==> src/rtl/xnn_pkg.sv <==
// rtl/xnn_pkg.sv - shared width, select codes and FSM state type for the decoder
package xnn_pkg;

  localparam int DATA_W = 8;

  typedef enum logic [1:0] {
    SEL_XOR  = 2'b00,
    SEL_NOR  = 2'b01,
    SEL_NAND = 2'b10,
    SEL_NONE = 2'b11
  } sel_t;

  typedef enum logic {
    ST_EMPTY = 1'b0,
    ST_FULL  = 1'b1
  } state_t;

endpackage

==> src/rtl/xnn_match.sv <==
// rtl/xnn_match.sv - combinational classifier of (a, b, res) against xor/nor/nand
module xnn_match
  import xnn_pkg::*;
(
  input  logic [DATA_W-1:0] a,
  input  logic [DATA_W-1:0] b,
  input  logic [DATA_W-1:0] res,
  output sel_t              code,
  output logic              match,
  output logic              ambiguous
);

  logic hit_xor;
  logic hit_nor;
  logic hit_nand;

  assign hit_xor  = ((a ^ b) == res);
  assign hit_nor  = (~(a | b) == res);
  assign hit_nand = (~(a & b) == res);

  // Lowest code wins; ambiguity flags any pair of simultaneous hits
  always_comb begin
    code      = SEL_NONE;
    match     = hit_xor | hit_nor | hit_nand;
    ambiguous = (hit_xor & hit_nor) | (hit_xor & hit_nand) | (hit_nor & hit_nand);
    if (hit_xor) begin
      code = SEL_XOR;
    end else if (hit_nor) begin
      code = SEL_NOR;
    end else if (hit_nand) begin
      code = SEL_NAND;
    end
  end

endmodule

==> src/rtl/xor_nor_nand_decoder.sv <==
// rtl/xor_nor_nand_decoder.sv - registered one-deep decoder recovering the select code of a logic op
module xor_nor_nand_decoder
  import xnn_pkg::*;
(
  input  logic              clk,
  input  logic              reset,
  input  logic              in_valid,
  output logic              in_ready,
  input  logic [DATA_W-1:0] a,
  input  logic [DATA_W-1:0] b,
  input  logic [DATA_W-1:0] res,
  output logic              out_valid,
  input  logic              out_ready,
  output logic              s1,
  output logic              s0,
  output logic              match,
  output logic              ambiguous,
  output logic [7:0]        mismatch_count
);

  state_t state;
  state_t state_next;

  sel_t   code_c;
  logic   match_c;
  logic   ambiguous_c;

  sel_t   code_q;
  logic   match_q;
  logic   ambiguous_q;
  logic   accept;

  xnn_match u_match (
    .a         (a),
    .b         (b),
    .res       (res),
    .code      (code_c),
    .match     (match_c),
    .ambiguous (ambiguous_c)
  );

  // Ready depends only on the held state and downstream, never on in_valid
  assign in_ready = (state == ST_EMPTY) || out_ready;
  assign accept   = in_valid && in_ready;

  // State register; reset discards any held result
  always_ff @(posedge clk) begin
    if (reset) begin
      state <= ST_EMPTY;
    end else begin
      state <= state_next;
    end
  end

  // Next state: a new accept always refills, otherwise drain on out_ready
  always_comb begin
    state_next = state;
    case (state)
      ST_EMPTY: if (accept) state_next = ST_FULL;
      ST_FULL: begin
        if (accept) begin
          state_next = ST_FULL;
        end else if (out_ready) begin
          state_next = ST_EMPTY;
        end
      end
      default: state_next = ST_EMPTY;
    endcase
  end

  // Output decode of the FSM
  always_comb begin
    out_valid = (state == ST_FULL);
  end

  // Result register loads only on accept so a stalled result stays stable
  always_ff @(posedge clk) begin
    if (reset) begin
      code_q      <= SEL_XOR;
      match_q     <= 1'b0;
      ambiguous_q <= 1'b0;
    end else if (accept) begin
      code_q      <= code_c;
      match_q     <= match_c;
      ambiguous_q <= ambiguous_c;
    end
  end

  // Saturating count of accepted triples that no operation reproduces
  always_ff @(posedge clk) begin
    if (reset) begin
      mismatch_count <= 8'd0;
    end else if (accept && !match_c && (mismatch_count != 8'hFF)) begin
      mismatch_count <= mismatch_count + 8'd1;
    end
  end

  assign s1        = code_q[1];
  assign s0        = code_q[0];
  assign match     = match_q;
  assign ambiguous = ambiguous_q;

endmodule

==> config.mk <==
export PLATFORM = sky130hd
export DESIGN_NAME = xor_nor_nand_decoder
export DESIGN_NICKNAME = d
export VERILOG_FILES = /design/src/rtl/xnn_pkg.sv /design/src/rtl/xnn_match.sv /design/src/rtl/xor_nor_nand_decoder.sv
export SDC_FILE = /design/constraint.sdc
export NUM_CORES = 1
export LEC_CHECK = 0
export ABC_AREA = 1
export ABC_CLOCK_PERIOD_IN_PS = 3800
export CAP_MARGIN = 30
export CORE_AREA = 2 2 77 42
export CTS_CLUSTER_DIAMETER = 30
export DETAILED_ROUTE_END_ITERATION = 8
export DIE_AREA = 0 0 79 44
export PLACE_DENSITY = 0.91
export SETUP_SLACK_MARGIN = 0.2
export SYNTH_ARGS = -nofsm -noshare
export SYNTH_HDL_FRONTEND = slang
export SYNTH_SLANG_ARGS = --single-unit
export TNS_END_PERCENT = 20
==> constraint.sdc <==
create_clock -name clk -period 3.8 [get_ports clk]
set_input_delay 0.76 -clock clk [delete_from_list [all_inputs] [get_ports clk]]
set_output_delay 0.76 -clock clk [all_outputs]
set_load 0.03 [all_outputs]
# Yosys cells after proc, flatten, opt, wreduce, memory -nomap -nowiden
# Cells that the tools add are included.
[totals]
reg_bits = 13
inputBits = 28
out_inout_bits = 14
[op_classes]
n_addsub = 1
eq_ne = 4
muxes = 7
bitwise_logic = 13
reduce_logical = 5
[ops]
columns = ["cell", "count"]
rows = [
  ["8-bit equality test", 3],
  ["8-bit NOT", 2],
  ["8-bit by 1-bit adder with 8-bit output, second input constant", 1],
  ["8-bit AND", 1],
  ["8-bit != test, second input constant", 1],
  ["8-bit OR", 1],
  ["8-bit XOR", 1],
  ["1-bit two-way mux", 4],
  ["2-bit two-way mux", 2],
  ["1-bit OR", 4],
  ["1-bit AND", 3],
  ["1-bit logical AND", 3],
  ["1-bit case mux with 2 select lines", 1],
  ["1-bit logical NOT", 1],
  ["1-bit logical OR", 1],
  ["1-bit NOT", 1],
]

# Logic depth before layout (Yosys ltp)
# Gate-level depths: netlist (run 1).
[logic_depth]
depth_word = 8
ltp_mapped = 14

# By module
# Synthesis (run 1) repeated with hierarchy kept, for this count alone.
[unflattened]
cells_unflattened = 247
hier_area_um2 = 1431.4
[by_module_without_submodules]
columns = ["module", "n_inst", "cells_each", "area_per_inst_um2", "seq_area_each_um2"]
rows = [
  ["xnn_match", 1, 150, 778.2, 0.0],
  ["xor_nor_nand_decoder", 1, 97, 653.1, 260.2],
]

# Least setup slack after synthesis (run 1)
# No wires, ideal clock.
[synth_path]
path_kind = "input to register"
start = "input port a[0]"
end = "register mismatch_count[2]"
setup_ps = 116
t_arrival_ps = 1890
t_required_ps = 3684
path_slack_ps = 1794
stages = 11
path_buffers = 1
path_cell_list = "inv_1 -> ha_1 -> xnor2_1 -> nand2_1 -> nor2_1 -> nand2_2 -> nand2_4 -> nor2_8 -> buf_6 -> a21oi_1 -> nor2_1"
[synth_between]
elab_chain_cells = 8
[synth_lines]
columns = ["item", "line_no", "text"]
rows = [
  ["start, declared", "xor_nor_nand_decoder.sv:9", "input logic [DATA_W-1:0] a,"],
  ["8-bit OR", "xnn_match.sv:18", "assign hit_nor = (~(a | b) == res);"],
  ["8-bit NOT", "xnn_match.sv:18", ""],
  ["8-bit equality test", "xnn_match.sv:18", ""],
  ["1-bit OR", "xnn_match.sv:24", "match = hit_xor | hit_nor | hit_nand;"],
  ["1-bit OR (*)", "xnn_match.sv:24", ""],
  ["1-bit logical NOT (*)", "xor_nor_nand_decoder.sv:93", "end else if (accept && !match_c && (mismatch_count != 8'hFF)) begin"],
  ["1-bit logical AND (*) (2 in series)", "xor_nor_nand_decoder.sv:93", ""],
  ["end signal, assigned", "xor_nor_nand_decoder.sv:94", "mismatch_count <= mismatch_count + 8'd1;"],
  ["end, declared", "xor_nor_nand_decoder.sv:18", "output logic [7:0] mismatch_count"],
]
# Every way passes the cells marked *; elsewhere a longest branch is shown, timed or not.
# A chain may end at the register's enable or synchronous reset.

# Final worst setup path (run 1)
[layout_path]
start = "input port out_ready"
end = "output port in_ready"
[layout_between]
elab_chain_cells = 1
[layout_lines]
columns = ["item", "line_no", "text"]
rows = [
  ["start, declared", "xor_nor_nand_decoder.sv:13", "input logic out_ready,"],
  ["1-bit logical OR", "xor_nor_nand_decoder.sv:43", "assign in_ready = (state == ST_EMPTY) || out_ready;"],
  ["end, declared", "xor_nor_nand_decoder.sv:8", "output logic in_ready,"],
]
# Every way passes these cells.

==> results of run 1 <==
## cells by family (layout without fill, tap and decap cells)
| kind of cell | count (synthesis) | after routing |
|---|---|---|
| AO/OA/AOI/OAI | 16 | 16 |
| XOR/XNOR | 11 | 11 |
| adder cells (fa/ha/maj) | 17 | 17 |
| buffers and inverters | 51 | 94 |
| flip-flops | 13 | 13 |
| AND/OR/NAND/NOR | 115 | 115 |
## cell type report
type | count | area, um^2
Timing Repair Buffer | 41 | 410
Fill cell | 268 | 1000
Tap cell | 40 | 50.0
Sequential cell | 13 | 260
Clock buffer | 4 | 45.0
Multi-Input combinational cell | 159 | 888
Inverter | 49 | 184
## path summary, 6_finish.rpt
kind,end,depth (start not counted)
max reg2reg,mismatch_count[2],8
min reg2reg,ambiguous,2
min,ambiguous,2
max,in_ready,4
## sequential cells by signal, indices dropped and copies added, names as in the netlist
signal / count
mismatch_count: 8
code_q: 2
ambiguous: 1
match: 1
out_valid: 1
## metal layers
layer	track usage (%)	up-vias	routed length, um
li1	-	749	-
met1	23.0	549	1460
met2	28.0	28	1140
met3	4.58	4	116
met4	4.14	0	24
met5	0	-	0
## power groups by stage
stage | logic (mW) | registers (mW) | clock network (mW)
after floorplan | 0.0800 | 0.168 | 0
after global placement | 0.153 | 0.154 | 0
after detailed placement | 0.157 | 0.154 | 0
after CTS | 0.158 | 0.152 | 0.126
after global routing | 0.175 | 0.153 | 0.129
final | 0.156 | 0.152 | 0.124
## synthesized netlist by cell type, drive strengths merged
cell | count | share of area, %
nand3 | 8 | 3.3
xnor2 | 9 | 5.8
buf | 2 | 1.2
clkinv | 4 | 1.1
nor2 | 34 | 11
nor3 | 1 | 0.74
nand2 | 71 | 21
ha | 17 | 16
o21ai | 6 | 2.2
dfxtp | 13 | 19
a21oi | 10 | 3.7
nor4 | 1 | 0.46
inv | 45 | 13
xor2 | 2 | 1.3
## critical path, delay by kind of cell
kind                   cells  cell delay (ps)
AND/OR/NAND/NOR            1               80
buffers and inverters      3             1160
## through the flow
stage                     util [%]  hold WS (ps)
after floorplan                  -           584
after global placement        63.2           464
after detailed placement      63.2           466
after CTS                     64.8           473
after global routing          64.8           501
final                         64.8           470
==> results.yml, run 1 <==
clocking:
  cts_tree: "done"
  h-tree-depth: 1
  path_clk_slew_ps: 50
  numCtsBuffers: 3
  clock_latency_ps: 240
  cts_buffer_depth: 2
  clockRootBuffer: "clkbuf_8"
  cts_resized: 0
  cts_hold_buf: 0
  cts_setup_buffers: 0
  cts_sinks: 13
logic_synthesis:
  synth_adder_area_share_pct: 15.8
  synth_compound_area_share_pct: 5.94
  synth_seq_cells: 13
  ys.warnings.count: 0
  synth.cell_area_mm2: 0.00135
  synthMuxAreaShare_pct: 0
  synth_xor_area_share_pct: 7.14
  synthSimpleGateAreaFrac_pct: 37.0
  avgSynthCellArea_um2: 6.05
  synth_cells: 223
  ys_seq_area_share_pct: 19.3
  synth_top_family_by_area: "simple AND/OR/NAND/NOR gates"
  syn_nets: 268
  synth_cell_type_count: 22
routing:
  drtIter0Drc: 72
  wl_mm: 2.74
  num_vias: 1330
  avgViaCountPerCell: 4.35
  drc: 0
  wl_per_cell_um: 8.96
  antenna_left: 0
  dr.pass1.iters: 4
setup_path:
  cp.arrival_ps: 2010
  endpoint_kind: "output port"
  startpoint: "out_ready"
  path_cells: "clkdlybuf4s50_1, inv_1, nand2_1, clkdlybuf4s50_1"
  r2r_slack_ps: 2190
  critPathSlowestCell: "clkdlybuf4s50_1"
  worstSetupStartpointType: "primary input"
  critical_path_class: "primary input to output port"
  worstPathRequired_ps: 3040
  slowest_delay_ps: 670
  cp_max_fo: 3
  r2r_start: "mismatch_count[0]"
  cpMostUsedCell: "clkdlybuf4s50_1"
place:
  dp_cells: 302
  dp_slack_ps: 1030
  gp_congestion: 0.783
  placement.io_buffers: 41
  place_hpwl_mm: 2.38
  placed_cell_area_mm2: 0.00179
grt:
  antenna_found_initial: 0
  grtUsageTotal_pct: 17.2
  grt_max_degree: 17
  grt_overflow: 0
  grt_pass1_wl_mm: 4.69
  first_global_vias: 1159
timing:
  drv_slew: 0
  maxSlewHeadroom_pct: 77.4
  max_freq_mhz: 361
  hold_viol: 0
  period_share_pct: 72.8
  rsz0062_at_grt: "false"
  period_needed_ps: 2770
  fin_skew_ps: 1.96
  finalSetupViolCount: 0
  worstMarginPinSlew_ps: 336
  tns_ps: 0
  worst_slack_ps: 1030
pwr:
  vdd_drop_max_v: 0.0000950
  powerDensity_mw_per_mm2: 235
  pwr-share-clk_pct: 28.7
  pwr-share-comb_pct: 36.2
  leakage_nw: 0.946
  finalPower_mw: 0.432
  swShare_pct: 31.8
  p_int_mw: 0.295
  pwr-share-seq_pct: 35.1
  power_switching_mw: 0.137
final_layout:
  nets: 312
  num_antenna_cells: 0
  final_cells: 306
  most-common-layout-cells: "nand2_1, inv_1, clkdlybuf4s50_1"
  drive_gt1_share_pct: 6.02
  layout_commonest_cell: "nand2_1"
  final_area_mm2: 0.00184
  syn_to_final_growth_pct: 36.3
min_path:
  hold_path.startpoint: "ambiguous"
  hold_path.class: "flop to flop"
floorplanning:
  num_io_pins: 42
  rows: 14
  core-area_mm2: 0.00284
  die_h_um: 44
  die_w_um: 79
  die_area_mm2: 0.00348
  initial_utilization_pct: 47.5
flow_run:
  cap_violations: 0
run_status:
  status: "complete, no violations"
(Power assumes the default switching activity.)
==> inputs of run 2 (changes only) <==
Settings changed: ABC_CLOCK_PERIOD_IN_PS 3800 to 2300, CORE_AREA 2 2 77 42 to 2 2 84 46, DIE_AREA 0 0 79 44 to 0 0 86 48, PLACE_DENSITY 0.91 to 0.81.
Clock period 3.8 ns to 2.3 ns, I/O delays scaled along.
==> results.yml, run 2 (synthesized netlist as in run 1, its figures left out) <==
min_path:
  hold_path.class: "flop to flop"
timing:
  tns_ps: 0
  fin_skew_ps: 1.34
  hold_viol: 0
  rsz0062_at_grt: "true"
  finalSetupViolCount: 0
  period_share_pct: 88.8
  period_needed_ps: 2040
  worstMarginPinSlew_ps: 313
  drv_slew: 0
  maxSlewHeadroom_pct: 79.0
  worst_slack_ps: 257
  max_freq_mhz: 489
setup_path:
  cp_top_family: "simple AND/OR/NAND/NOR gates"
  endpoint_kind: "flop"
  worstSetupStartpointType: "primary input"
  worstPathRequired_ps: 2430
  path_cells: "clkdlybuf4s50_1, inv_1, ha_1, xnor2_1, nand2_1, nor2_1, nand2_2, nand2_4, nor2_8, nand2_2, nor2_1, nor2_1"
  slowest_delay_ps: 480
  critical_path_class: "primary input to flop"
  cp_max_fo: 8
  cpMostUsedCell: "nor2_1"
  critPathSlowestCell: "clkdlybuf4s50_1"
  cp.arrival_ps: 2180
  crit_buf_inv: 2
clocking:
  cts_buffer_depth: 2
  h-tree-depth: 1
  cts_hold_buf: 0
  path_clk_slew_ps: 50
  cts_setup_buffers: 0
  clock_latency_ps: 240
  numCtsBuffers: 3
  clockRootBuffer: "clkbuf_8"
  cts_tree: "done"
  cts_sinks: 13
routing:
  wl_mm: 3.21
  drc: 0
  avgViaCountPerCell: 4.37
  dr.pass1.iters: 4
  antenna_left: 0
  drtIter0Drc: 42
  num_vias: 1350
  wl_per_cell_um: 10.4
final_layout:
  layout_commonest_cell: "nand2_1"
  num_antenna_cells: 0
  syn_to_final_growth_pct: 44.3
  regArea_um2: 260
  largest_reg_flops: 8
  top_register: "mismatch_count"
  nets: 313
  drive_gt1_share_pct: 11.2
  n_fill_cell: 309
  most-common-layout-cells: "nand2_1, inv_1, clkdlybuf4s50_1"
  final_cells: 309
  top_regs: "mismatch_count: 8 flops, code_q: 2 flops"
  final_core_utilization_pct: 58.6
  multiInputGateArea_um2: 988
pwr:
  pwr-share-clk_pct: 27.2
  powerDensity_mw_per_mm2: 377
  pwr-share-comb_pct: 38.6
  leakage_nw: 0.982
  pwr-share-seq_pct: 34.3
  vdd_drop_max_v: 0.000179
  p_int_mw: 0.496
  power_switching_mw: 0.238
  swShare_pct: 32.4
floorplanning:
  die_w_um: 86
  initial_utilization_pct: 40.6
  rows: 15
  num_io_pins: 42
  die_h_um: 48
  die_area_mm2: 0.00413
  core-area_mm2: 0.00332
place:
  dp_cells: 304
  gp_congestion: 0.787
  dp_slack_ps: -33.6
  placement.io_buffers: 41
  place_hpwl_mm: 2.62
grt:
  grt_max_degree: 17
  grtUsageTotal_pct: 15.4
  antenna_found_initial: 0
  grt_pass1_wl_mm: 4.85
  first_global_vias: 1156
  grt_overflow: 0
run_status:
  status: "complete, no violations"
flow_run:
  cap_violations: 0
[run 2: changes by cell type in the layout (fill, tap and decap cells not counted), moves of 2 or more]
cell	before	now
ha_1	17	12
ha_4	0	5
clkdlybuf4s50_1	41	37
a21oi_1	10	7
a21oi_2	0	3
dlymetal6s2s_1	0	3
nor2_1	31	29
nor2_2	2	4
[run 2: final timing paths]
path | to | depth (start not counted) | start | slack [ps]
min | ambiguous | 2 | ambiguous | 490
max | mismatch_count[7] | 12 | a[6] | 260
max reg2reg | mismatch_count[7] | 9 | mismatch_count[0] | 610
min reg2reg | ambiguous | 2 | ambiguous | 490
[run 2: repair_timing]
item | in CTS | in global routing
gates resized for setup | 1 | 16
gates cloned | 0 | 1
endpoints found under the setup margin | 1 | 9
pin swaps | 0 | 16
[run 2: through the flow]
| step | area (um^2) | hold slack [ps] | total power [mW] |
|---|---|---|---|
| floorplan | 1350 | 529 | 0.410 |
| global placement | 1800 | 470 | 0.511 |
| detailed placement | 1800 | 477 | 0.519 |
| CTS | 1840 | 484 | 0.720 |
| global route | 1950 | 501 | 0.781 |
| finish | 1950 | 487 | 0.734 |
[run 2: power by group through the flow]
stage,Clock (mW),Sequential (mW),Combinational (mW)
2_1_floorplan,0,0.278,0.132
3_3_place_gp,0,0.255,0.256
3_5_place_dp,0,0.256,0.263
4_1_cts,0.206,0.251,0.263
5_1_grt,0.214,0.254,0.313
6_report,0.200,0.252,0.283
[run 2: tightest hold or removal path, delay by kind of cell (launching register included)]
| kind | cells | cell delay, ps |
|---|---|---|
| flip-flops | 1 | 310 |
| AND/OR/NAND/NOR | 1 | 60 |
| AO/OA/AOI/OAI | 1 | 60 |
[run 2: final cells by class]
| type | instances | share of cell area [%] |
|---|---|---|
| Clock buffer | 4 | 2.31 |
| Sequential cell | 13 | 13.4 |
| Tap cell | 42 | 2.70 |
| Timing Repair Buffer | 41 | 21.4 |
| Multi-Input combinational cell | 160 | 50.8 |
| Inverter | 49 | 9.45 |
[run 2: layer usage]
metal | wire, um | GRT usage (%) | share of wire [%] | vias up
li1 | - | - | - | 748
met1 | 1690 | 21.0 | 53 | 575
met2 | 1370 | 25.3 | 43 | 25
met3 | 130 | 3.97 | 4.1 | 2
met4 | 15 | 2.86 | 0.47 | 0
met5 | 0 | 0 | 0 | -
==> inputs of run 3 (changes only) <==
Settings changed: ABC_CLOCK_PERIOD_IN_PS 2300 to 2600, CORE_AREA 2 2 84 46 to 2 2 77 42, DIE_AREA 0 0 86 48 to 0 0 79 44, PLACE_DENSITY 0.81 to 0.91.
Clock period 2.3 ns to 2.6 ns, I/O delays scaled along.
==> results.yml, run 3 (synthesized netlist as in run 1, its figures left out) <==
timing:
  rsz0062_at_grt: "false"
  worstMarginPinSlew_ps: 322
  hold_viol: 0
  max_freq_mhz: 432
  worst_slack_ps: 284
  drv_slew: 0
  finalSetupViolCount: 0
  maxSlewHeadroom_pct: 78.4
  period_needed_ps: 2320
  tns_ps: 0
  fin_skew_ps: 2.93
  period_share_pct: 89.1
final_layout:
  top_regs: "mismatch_count: 8 flops, code_q: 2 flops"
  final_cells: 306
  nets: 312
  syn_to_final_growth_pct: 36.3
  most-common-layout-cells: "nand2_1, inv_1, clkdlybuf4s50_1"
  layout_commonest_cell: "nand2_1"
  drive_gt1_share_pct: 6.02
  n_fill_cell: 254
  top_register: "mismatch_count"
  final_core_utilization_pct: 64.8
  largest_reg_flops: 8
  num_antenna_cells: 0
flow_run:
  cap_violations: 0
clocking:
  cts_tree: "done"
  h-tree-depth: 1
  clockRootBuffer: "clkbuf_8"
  cts_sinks: 13
  cts_setup_buffers: 0
  numCtsBuffers: 3
  cts_resized: 0
  cts_hold_buf: 0
  cts_buffer_depth: 2
  clock_latency_ps: 250
  path_clk_slew_ps: 50
grt:
  grt_max_degree: 17
  grt_pass1_wl_mm: 4.66
  grtUsageTotal_pct: 17.3
  antenna_found_initial: 0
  grt_overflow: 0
  first_global_vias: 1098
floorplanning:
  num_io_pins: 42
  die_w_um: 79
  die_area_mm2: 0.00348
  rows: 14
  initial_utilization_pct: 47.5
  core-area_mm2: 0.00284
  die_h_um: 44
routing:
  drc: 0
  num_vias: 1294
  wl_per_cell_um: 8.84
  drtIter0Drc: 66
  avgViaCountPerCell: 4.23
  antenna_left: 0
  wl_mm: 2.71
  dr.pass1.iters: 4
setup_path:
  critical_path_class: "primary input to output port"
  cp.arrival_ps: 1800
  cp_max_fo: 3
  worstSetupStartpointType: "primary input"
  endpoint_kind: "output port"
  worstPathRequired_ps: 2080
pwr:
  leakage_nw: 0.946
  powerDensity_mw_per_mm2: 343
  vdd_drop_max_v: 0.000161
place:
  place_hpwl_mm: 2.34
  dp_cells: 302
  placement.io_buffers: 41
  gp_congestion: 0.826
  dp_slack_ps: 248
min_path:
  hold_path.class: "flop to flop"
run_status:
  status: "complete, no violations"
-- run 3: changes by cell type in the layout (fill, tap and decap cells not counted), moves of 3 or more --
cell	delta
clkdlybuf4s50_1	+4
dlymetal6s2s_1	-3
ha_4	-5
a21oi_2	-3
a21oi_1	+3
ha_1	+5
-- run 3: metal layers --
metal	global-route usage (%)	part of all wire (%)	vias to the layer above
met2	26.8	41	34
met3	5.63	6.9	2
met4	3.45	0.37	0
li1	-	-	748
met5	0	0	-
met1	24.0	51	510
-- run 3: per-stage QoR --
step / total power [mW] / instance area [um^2] / hold WS (ps)
after detailed placement: 0.455 / 1790 / 467
after floorplan: 0.363 / 1350 / 584
final: 0.631 / 1840 / 475
after global routing: 0.669 / 1840 / 492
after global placement: 0.449 / 1790 / 464
after CTS: 0.634 / 1840 / 475
-- run 3: worst paths after layout --
check | from | to | slack [ps] | cells past startpoint
hold / removal | ambiguous | ambiguous | 480 | 2
setup / recovery | out_ready | in_ready | 280 | 4
hold reg to reg | ambiguous | ambiguous | 480 | 2
setup reg to reg | mismatch_count[0] | mismatch_count[2] | 990 | 8
-- run 3: cell type report --
class                   instances  area (um^2)  share of cell area (%)
well taps                      40         50.0                    2.72
multi-input cells             159          888                    48.3
repair buffers                 41          410                    22.3
clock buffers                   4         45.0                    2.45
inverters                      49          184                    10.0
flip-flops and latches         13          260                    14.2
-- run 3: critical path, cell delays in order --
cell and delay (ps):
clkdlybuf4s50_1 460, inv_1 40, nand2_1 90, clkdlybuf4s50_1 680
-- run 3: power breakdown --
| part | switching [mW] | leakage, nW | internal [mW] |
|---|---|---|---|
| sequential | 0.0106 | 0.107 | 0.211 |
| combinational | 0.118 | 0.816 | 0.111 |
| clock | 0.0726 | 0.0228 | 0.108 |
==> RTL change (settings of run 3) <==
Change the package constant `DATA_W` from 8 to 7.
--- a/src/rtl/xnn_pkg.sv
+++ b/src/rtl/xnn_pkg.sv
@@ -3,3 +3,3 @@
 
-  localparam int DATA_W = 8;
+  localparam int DATA_W = 7;
 
Interface: changed (resized a, b and res); port bits go from 42 to 39. No check against the original RTL was run, so the function may have changed too.
==> RTL change against run 3 <==
- synthesized cell count up 15%
- final area up 5.7%
- first-iteration DRC count up 80%
- cell count up 11%
- total power up 4.0%
- setup slack better by 16 ps
- utilization up 3.7 points
- fmax up 0.70%
- largest cell class unchanged
- largest power group unchanged
- sequential cell count unchanged
- synthesized area up 8.7%
- clock skew up 0.73 ps
- wire length up 27%
==> RTL change: results (changes against run 3) <==
- The switching portion of total power is 0.346 (+0.0279).
- The number of buffer cells added on primary ports is 38 (-7.3%).
- The worst endpoint data arrival time came to 1780 ps (-20 ps).
- The worst hold margin is 501 ps (+25.2 ps).
- Ranked by total cell area, the synthesized netlist is headed by sky130_fd_sc_hd__nand2_1 (21%), sky130_fd_sc_hd__dfxtp_1 (18%), sky130_fd_sc_hd__inv_1 (14%), sky130_fd_sc_hd__ha_1 (13%), sky130_fd_sc_hd__nor2_1 (7.2%).
- The worst slack after detailed placement is 219 ps (-28.3 ps).
- The reg-to-reg endpoint is mismatch_count[3].
- The via count normalized by instance count is 4.63 (+9.4%).
- The number of cells after detailed placement is 335 (+11%).
- The detailed-route wire length was 3430 um (+27%).
- The sequential fraction of design power came to 0.335 (-0.016).
- The pin count of the biggest net entering global routing is 11 (-6).
- The count of routing violations after the opening detailed-route iteration is 119 (+80%).
- The global routing usage on met2 came to 0.324 (+0.0559).
- The combinational power is 0.000253 W (+10%).
- The number of distinct standard cells referenced by the synthesized netlist was 20 (-9.1%).
- The layout inverter count without the clock tree came to 64 (+31%).
- The share of final layout cell area taken by non-clock buffers is 0.196 (-0.0274).
- The clock buffer and inverter area fraction after layout came to 0.0232 (-0.00131).
- The global-route met3 utilization is 0.0417 (-0.0146).
- The post-detailed-placement half-perimeter wirelength is 2820 um (+21%).
- The routed metal-1 wire length was 1750 um (+26%).
- The number of cell instances on the worst register-to-register path came to 10 (+2).
- The fraction of layout instances using a drive strength above 1 is 0.104 (+0.0435).
- The gate count of the mapped netlist is 257 (+15%).
- The non-clock buffer total of the final layout is 38 (-7.3%).
- The flow ran to the end, and the final reports show no timing, DRC or antenna violations.
- The largest voltage drop on the vdd net is 0.187 mV (+16%).
- The count of sequential standard cells is 13 (unchanged).
- The synthesized net count is 297 (+11%).
- The multi-input gate count is 180 (+13%).
- The cell area reported after detailed placement is 1900 um^2 (+5.8%).
- The area added between synthesis and finish is 32.4%.
- The flip-flop and latch share of the layout cell area came to 0.134 (-0.00757).
- The commonest cells after synthesis are sky130_fd_sc_hd__nand2_1 (83), sky130_fd_sc_hd__inv_1 (55), sky130_fd_sc_hd__nor2_1 (28), sky130_fd_sc_hd__ha_1 (15), sky130_fd_sc_hd__nand3_1 (14).
- The leakage power total came to 1.05 nW (+11%).
- The global-route wire length before repair came to 5860 um (+26%).
- The adder-cell area share of the yosys netlist is 0.128 (-0.0297).
- The final worst clock skew came to 3.66 ps (+0.735 ps).
- The proportion of synthesized chip area in sequential cells is 0.177 (-0.0155).
- The total track usage is 0.214 (+0.0404).
-- RTL change: changes by cell type after synthesis, moves of 2 or more --
cell                       change
sky130_fd_sc_hd__clkinv_1      -2
sky130_fd_sc_hd__nor3_1        +2
sky130_fd_sc_hd__a21oi_1       -8
sky130_fd_sc_hd__nor2_1        -3
sky130_fd_sc_hd__nor2_4        +3
sky130_fd_sc_hd__inv_1        +13
sky130_fd_sc_hd__nand3_1       +7
sky130_fd_sc_hd__nand2_4       -2
sky130_fd_sc_hd__xnor2_1       -3
sky130_fd_sc_hd__nand2_2       +3
sky130_fd_sc_hd__inv_2         +4
sky130_fd_sc_hd__nor2_2        +7
sky130_fd_sc_hd__nand2_1      +17
sky130_fd_sc_hd__ha_1          -2
-- RTL change: tightest hold or removal path: stages (launching register included) --
cell                      delay [ps]
sky130_fd_sc_hd__dfxtp_1         310
sky130_fd_sc_hd__nand2_1          80
sky130_fd_sc_hd__a21oi_2          60
